[src/rtl/scanchain_packet_assembler.sv]
`default_nettype none
// ============================================================================
//  Module      : scanchain_packet_assembler
//  Description : Assembles framed UART bytes into scan-chain write requests.
//                Header 0x01 introduces a 2-byte address and a payload of
//                ceil(PAYLOAD_BITS/8) bytes, both little-endian. Header 0x02
//                issues a reset command. Bad headers and inter-byte timeouts
//                bump a saturating error counter.
//  Revision    : 1.0 - initial release
// ============================================================================
module scanchain_packet_assembler #(
    parameter int ADDR_BITS      = 12,
    parameter int PAYLOAD_BITS   = 169,
    parameter int TIMEOUT_CYCLES = 1_000_000
) (
    input  logic                    clk,
    input  logic                    reset,
    input  logic [7:0]              in_data,
    input  logic                    in_valid,
    output logic                    in_ready,
    output logic                    write_valid,
    input  logic                    write_ready,
    output logic [ADDR_BITS-1:0]    write_addr,
    output logic [PAYLOAD_BITS-1:0] write_payload,
    output logic                    write_reset,
    output logic [7:0]              err_count
);

    localparam int c_PAYLOAD_BYTES = (PAYLOAD_BITS + 7) / 8;
    localparam int c_CNT_W         = $clog2(c_PAYLOAD_BYTES + 1);
    localparam int c_TO_W          = $clog2(TIMEOUT_CYCLES + 1);

    localparam logic [c_CNT_W-1:0] c_ADDR_LAST = c_CNT_W'(1);
    localparam logic [c_CNT_W-1:0] c_PAY_LAST  = c_CNT_W'(c_PAYLOAD_BYTES - 1);
    localparam logic [c_TO_W-1:0]  c_TO_LAST   = c_TO_W'(TIMEOUT_CYCLES - 1);

    typedef enum logic [1:0] {
        S_IDLE    = 2'd0,
        S_ADDR    = 2'd1,
        S_PAYLOAD = 2'd2,
        S_OUT     = 2'd3
    } state_t;

    state_t                  r_state;
    logic                    r_in_ready;
    logic                    r_wvalid;
    logic                    r_wreset;
    logic [ADDR_BITS-1:0]    r_addr;
    logic [PAYLOAD_BITS-1:0] r_payload;
    logic [7:0]              r_err;
    logic [c_CNT_W-1:0]      r_byte_cnt;
    logic [c_TO_W-1:0]       r_to_cnt;

    logic                    w_accept;
    logic [7:0]              w_err_inc;

    // Byte handshake and saturating error increment
    always_comb begin
        w_accept  = in_valid & r_in_ready;
        w_err_inc = (r_err == 8'hFF) ? r_err : r_err + 8'd1;
    end

    // Framing state machine with registered handshake outputs
    always_ff @(posedge clk) begin
        if (reset) begin
            r_state    <= S_IDLE;
            r_in_ready <= 1'b1;
            r_wvalid   <= 1'b0;
            r_wreset   <= 1'b0;
            r_addr     <= '0;
            r_payload  <= '0;
            r_err      <= '0;
            r_byte_cnt <= '0;
            r_to_cnt   <= '0;
        end else begin
            case (r_state)
                S_IDLE: begin
                    if (w_accept) begin
                        if (in_data == 8'h01) begin
                            r_state    <= S_ADDR;
                            r_byte_cnt <= '0;
                            r_to_cnt   <= '0;
                            r_addr     <= '0;
                            r_payload  <= '0;
                        end else if (in_data == 8'h02) begin
                            r_state    <= S_OUT;
                            r_addr     <= '0;
                            r_payload  <= '0;
                            r_wreset   <= 1'b1;
                            r_wvalid   <= 1'b1;
                            r_in_ready <= 1'b0;
                        end else begin
                            r_err <= w_err_inc;
                        end
                    end
                end
                S_ADDR, S_PAYLOAD: begin
                    if (w_accept) begin
                        r_to_cnt <= '0;
                        // Drop the byte into its little-endian lane; bits beyond the field width fall away
                        if (r_state == S_ADDR) begin
                            for (int i = 0; i < ADDR_BITS; i++)
                                if ((i / 8) == int'(r_byte_cnt)) r_addr[i] <= in_data[i[2:0]];
                            if (r_byte_cnt == c_ADDR_LAST) begin
                                r_state    <= S_PAYLOAD;
                                r_byte_cnt <= '0;
                            end else begin
                                r_byte_cnt <= r_byte_cnt + c_CNT_W'(1);
                            end
                        end else begin
                            for (int i = 0; i < PAYLOAD_BITS; i++)
                                if ((i / 8) == int'(r_byte_cnt)) r_payload[i] <= in_data[i[2:0]];
                            if (r_byte_cnt == c_PAY_LAST) begin
                                r_state    <= S_OUT;
                                r_byte_cnt <= '0;
                                r_wvalid   <= 1'b1;
                                r_wreset   <= 1'b0;
                                r_in_ready <= 1'b0;
                            end else begin
                                r_byte_cnt <= r_byte_cnt + c_CNT_W'(1);
                            end
                        end
                    end else if (r_to_cnt == c_TO_LAST) begin
                        // Sender went quiet: abandon the partial packet
                        r_state    <= S_IDLE;
                        r_byte_cnt <= '0;
                        r_to_cnt   <= '0;
                        r_addr     <= '0;
                        r_payload  <= '0;
                        r_err      <= w_err_inc;
                    end else begin
                        r_to_cnt <= r_to_cnt + c_TO_W'(1);
                    end
                end
                S_OUT: begin
                    if (write_ready) begin
                        r_state    <= S_IDLE;
                        r_wvalid   <= 1'b0;
                        r_wreset   <= 1'b0;
                        r_in_ready <= 1'b1;
                    end
                end
                default: begin
                    r_state    <= S_IDLE;
                    r_wvalid   <= 1'b0;
                    r_wreset   <= 1'b0;
                    r_in_ready <= 1'b1;
                end
            endcase
        end
    end

    // Outputs come straight from registers
    always_comb begin
        in_ready      = r_in_ready;
        write_valid   = r_wvalid;
        write_reset   = r_wreset;
        write_addr    = r_addr;
        write_payload = r_payload;
        err_count     = r_err;
    end

endmodule
`default_nettype wire

[config.mk]
export PLATFORM = sky130hd
export DESIGN_NAME = scanchain_packet_assembler
export DESIGN_NICKNAME = d
export VERILOG_FILES = /design/src/rtl/scanchain_packet_assembler.sv
export SDC_FILE = /design/constraint.sdc
export NUM_CORES = 1
export LEC_CHECK = 0
export BUFFER_PORTS_ARGS = -buffer_cell sky130_fd_sc_hd__buf_2
export CAP_MARGIN = 40
export CELL_PAD_IN_SITES_DETAIL_PLACEMENT = 1
export CELL_PAD_IN_SITES_GLOBAL_PLACEMENT = 1
export CORE_ASPECT_RATIO = 2
export CORE_UTILIZATION = 37
export DETAILED_ROUTE_END_ITERATION = 12
export PLACE_DENSITY = 0.77
export SETUP_SLACK_MARGIN = 0.2
export SLEW_MARGIN = 20
export SYNTH_ARGS = -nofsm -noshare
export SYNTH_HDL_FRONTEND = slang
export SYNTH_SLANG_ARGS = --single-unit
[constraint.sdc]
create_clock -name clk -period 3.8 [get_ports clk]
set_input_delay 0.76 -clock clk [delete_from_list [all_inputs] [get_ports clk]]
set_output_delay 0.76 -clock clk [all_outputs]
set_load 0.01 [all_outputs]
==> results.md <==
* Critical Path, Cell by Cell: inv_1 > ha_1 > nand3_1 > nor2_1 > nand2_1 > buf_12 > mux2i_1
* Clk sinks at ~220
* Worst-Skew Late Latency at 520 ps
* LEAKAGE at approximately 4.8 nW
* Reg clk slew, reported paths at around 70 ps
* Crit path launch type: flip-flop
* Sequential fraction of the synthesis area at between 40% and 50%
* Register area at ~4400 sq um
* Mapped Cells at 915
* Wire length on met2 at about 16000 microns
* Worst R2R Start: r_state[1]$_SDFFE_PP0P_
* Largest net degree at the start of global routing at 100
* I/O pin count at slightly above 200
* Area taken by multi-input logic gates at ~4400 sq um
* Power density over the cells at 549 nW/um^2
* Met3 WL at 1100 microns
* Syn Nets at 938
* Hold-fix buffers, CTS at 0
* Max layer used: met4
* Minimum clock period at approximately 3200 ps
* Crit path max fanout at 13
* N_diodes at 0
* CP required at 4250 ps
* CTS tree: built
* Top post-synthesis cells by area: dfxtp_1 48%, mux2i_1 19%, nand2_1 8.5%
* H-Tree Depth at 1
* Post-DRT Antenna Nets at 0
* DR iter-0 viols at 285
* Yosys reg bits at between 200 and 250
* Max-cap violations at 0
* Total Neg Setup Slack at 0 ps
* Core area at about 24000 sq um
* Row cnt at 80
* Die X at between 100 and 150 microns
* Fmax at around 320 MHz
* Final setup viols at 0
* RSZ-0062 raised after global routing: false
* Post-synth cell types at 54
* Avg Cell Area, Syn at around 9.9 sq um
* Setup crit start: r_state[1]$_SDFFE_PP0P_
* Fillers at 2744
* Root Buffer Master: clkbuf_16
* Critical-path top delay cell: nor2_1
* CP delay by family, top: simple AND/OR/NAND/NOR gates
* Reg2Reg Depth at 7
* Final Wtd Congestion at between 0.8 and 0.9
* Hold Path Origin: write_payload[0]$_SDFFE_PP0P_
* Primary FF master, synth: dfxtp_1
* DRT met1 WL at approximately 10000 microns
* WP buf/inv at 2
* Slew Viols, Final at 0
* Crit. End Element: flip-flop
* Worst hold path endpoint: write_payload[0]$_SDFFE_PP0P_
* Syn Std Cell Area at slightly above 9000 sq um
* Antenna violations before repair at 0
* CTS resizes at 0
* Total power at around 6.1 mW
* Status: finished clean
* Synth top area share at roughly half
* Nets@finish at ~1.1k
* Routed length per instance at between 20 and 25 microns
* First-pass GRT wire length at approximately 44000 microns
* Post-synth EDFFs at 0
* Slew margin rel. at slightly above 50%
* Total GRT Usage at between 20% and 30%
* Critical Path AT at 3620 ps
* WS Path Type: reg -> reg
* Post-CTS setup buffers at 0
* Initial Util at a little under two fifths
* Aggregate global routing overflow at 0
* Post-detail-place hpwl at 20600 microns
* Worst VDD drop at ~0.33 mV
* Least-Margin Pin Slew at a little over 700 ps
* CTS buffer count at 22
* Hold path depth at 2
* Fin crit share at between 80 and 90%
* Number of global-route vias before repair at 7946
* YS warnings at 0
* CP max stage delay at 650 ps
* Vias per Instance at 5.28
* Via Count at ~7.4k
* Max Buffers Root-to-Sink at 3
* Capturing point of the worst reg2reg path: write_payload[28]$_SDFFE_PP0P_
* Synth async-reset ratio at 0%
* Port Buffers at about 200
* Total wire length at 28800 microns
* Post-synth top area cell: dfxtp_1
* # DRC at 0
* Fin. Hold Viols at 0
* Hold Crit Class: reg -> reg
* Initial DRT Pass Iterations at 6
* Layout cells sized above 1 at about a quarter
* Die height at approximately 220 microns
* Die ar. at about 25000 sq um
* Worst clock skew at around 18 ps
* R2R Setup Slk at 630 ps
* Area delta synth->final at 23.6%
-- logic make-up after synthesis --
logic type               after synthesis  share of synthesized area [%]
AO/OA/AOI/OAI                         68                           5.26
adder cells (fa/ha/maj)               11                           1.52
AND/OR/NAND/NOR                      347                           19.7
XOR/XNOR                              20                           1.93
flip-flops                           219                           48.4
multiplexers                         179                           19.8
buffers and inverters                 71                           3.41
-- worst max-delay path by stage --
stage          depth (start not counted)                               to  slack [ps]
6_report                               7   write_payload[28]$_SDFFE_PP0P_         630
5_1_grt                                7  write_payload[164]$_SDFFE_PP0P_         420
4_1_cts                                7   write_payload[28]$_SDFFE_PP0P_         610
3_5_place_dp                           8   write_payload[19]$_SDFFE_PP0P_         590
3_3_place_gp                           7   write_payload[23]$_SDFFE_PP0P_         460
2_1_floorplan                          7  write_payload[140]$_SDFFE_PP0P_        1120
-- final cells by class --
| cell class | instances | share of cell area (%) |
|---|---|---|
| multi-input cells | 625 | 39.0 |
| repair buffers | 226 | 11.1 |
| clock buffers | 26 | 5.32 |
| flip-flops and latches | 219 | 39.1 |
| inverters | 13 | 0.458 |
| clock inverters | 14 | 1.73 |
| well taps | 287 | 3.21 |
-- synthesized netlist by cell type, drive strengths merged, types with 2 or more instances --
| cell | instances |
|---|---|
| dfxtp | 219 |
| nand2 | 205 |
| mux2i | 176 |
| clkbuf | 48 |
| nor2 | 40 |
| a21oi | 23 |
| nor3 | 20 |
| nand3 | 18 |
| inv | 13 |
| xor2 | 12 |
| a31oi | 11 |
| ha | 11 |
| nand4 | 11 |
| or3 | 11 |
| buf | 10 |
| a22o | 9 |
| nor2b | 9 |
| nor4 | 8 |
| xnor2 | 8 |
| o21ai | 7 |
| and3 | 4 |
| nor4b | 4 |
| or2 | 4 |
| mux2 | 3 |
| a211o | 2 |
| a41oi | 2 |
| nand2b | 2 |
| nor4bb | 2 |
| o221ai | 2 |
| o31a | 2 |
| or4 | 2 |
| or4b | 2 |
-- sequential cells by signal, indices dropped and copies added, names as in the netlist --
name / cells
r_state: 2
write_addr: 12
write_payload: 169
in_ready: 1
write_valid: 1
r_byte_cnt: 5
r_to_cnt: 20
write_reset: 1
err_count: 8
-- tightest hold or removal path, stage by stage, from the launching register on --
cell     delay, ps
dfxtp_1        310
nand2_1         50
mux2i_1         50
-- metal layers --
layer  vias up  global-route usage, %
li1       3521                      -
met1      3672                   22.3
met2       185                   45.7
met3        60                   3.37
met4         0                   11.0
met5         -                      0
-- layout by cell type, fill, tap and decap left out, drive strengths merged, types with 12 or more instances in the layout --
| cell type | instances |
|---|---|
| inv | 14 |
| clkbuf | 27 |
| nor2 | 40 |
| nand2 | 205 |
| nand3 | 18 |
| buf | 225 |
| a21oi | 23 |
| mux2i | 176 |
| xor2 | 12 |
| nor3 | 20 |
| dfxtp | 219 |
-- metrics by stage --
stage | worst slack (ps) | area (sq um) | hold WS, ps | util, % | instances
after floorplan | 1120 | 9060 | 449 | - | 915
after global placement | 459 | 10300 | 439 | 43.3 | 1366
after detailed placement | 594 | 10400 | 447 | 43.5 | 1369
after CTS | 609 | 11200 | 459 | 46.8 | 1409
after global routing | 419 | 11200 | 473 | 46.8 | 1410
final | 632 | 11200 | 456 | 46.8 | 1410
-- report_power, final --
part / switching [mW] / total, mW / internal, mW
Combinational: 0.872 / 1.40 / 0.527
Sequential: 0.0384 / 2.37 / 2.33
Clock: 0.970 / 2.38 / 1.41
Total: 1.88 / 6.15 / 4.27
No activity file was read; power rests on OpenSTA's default activity.
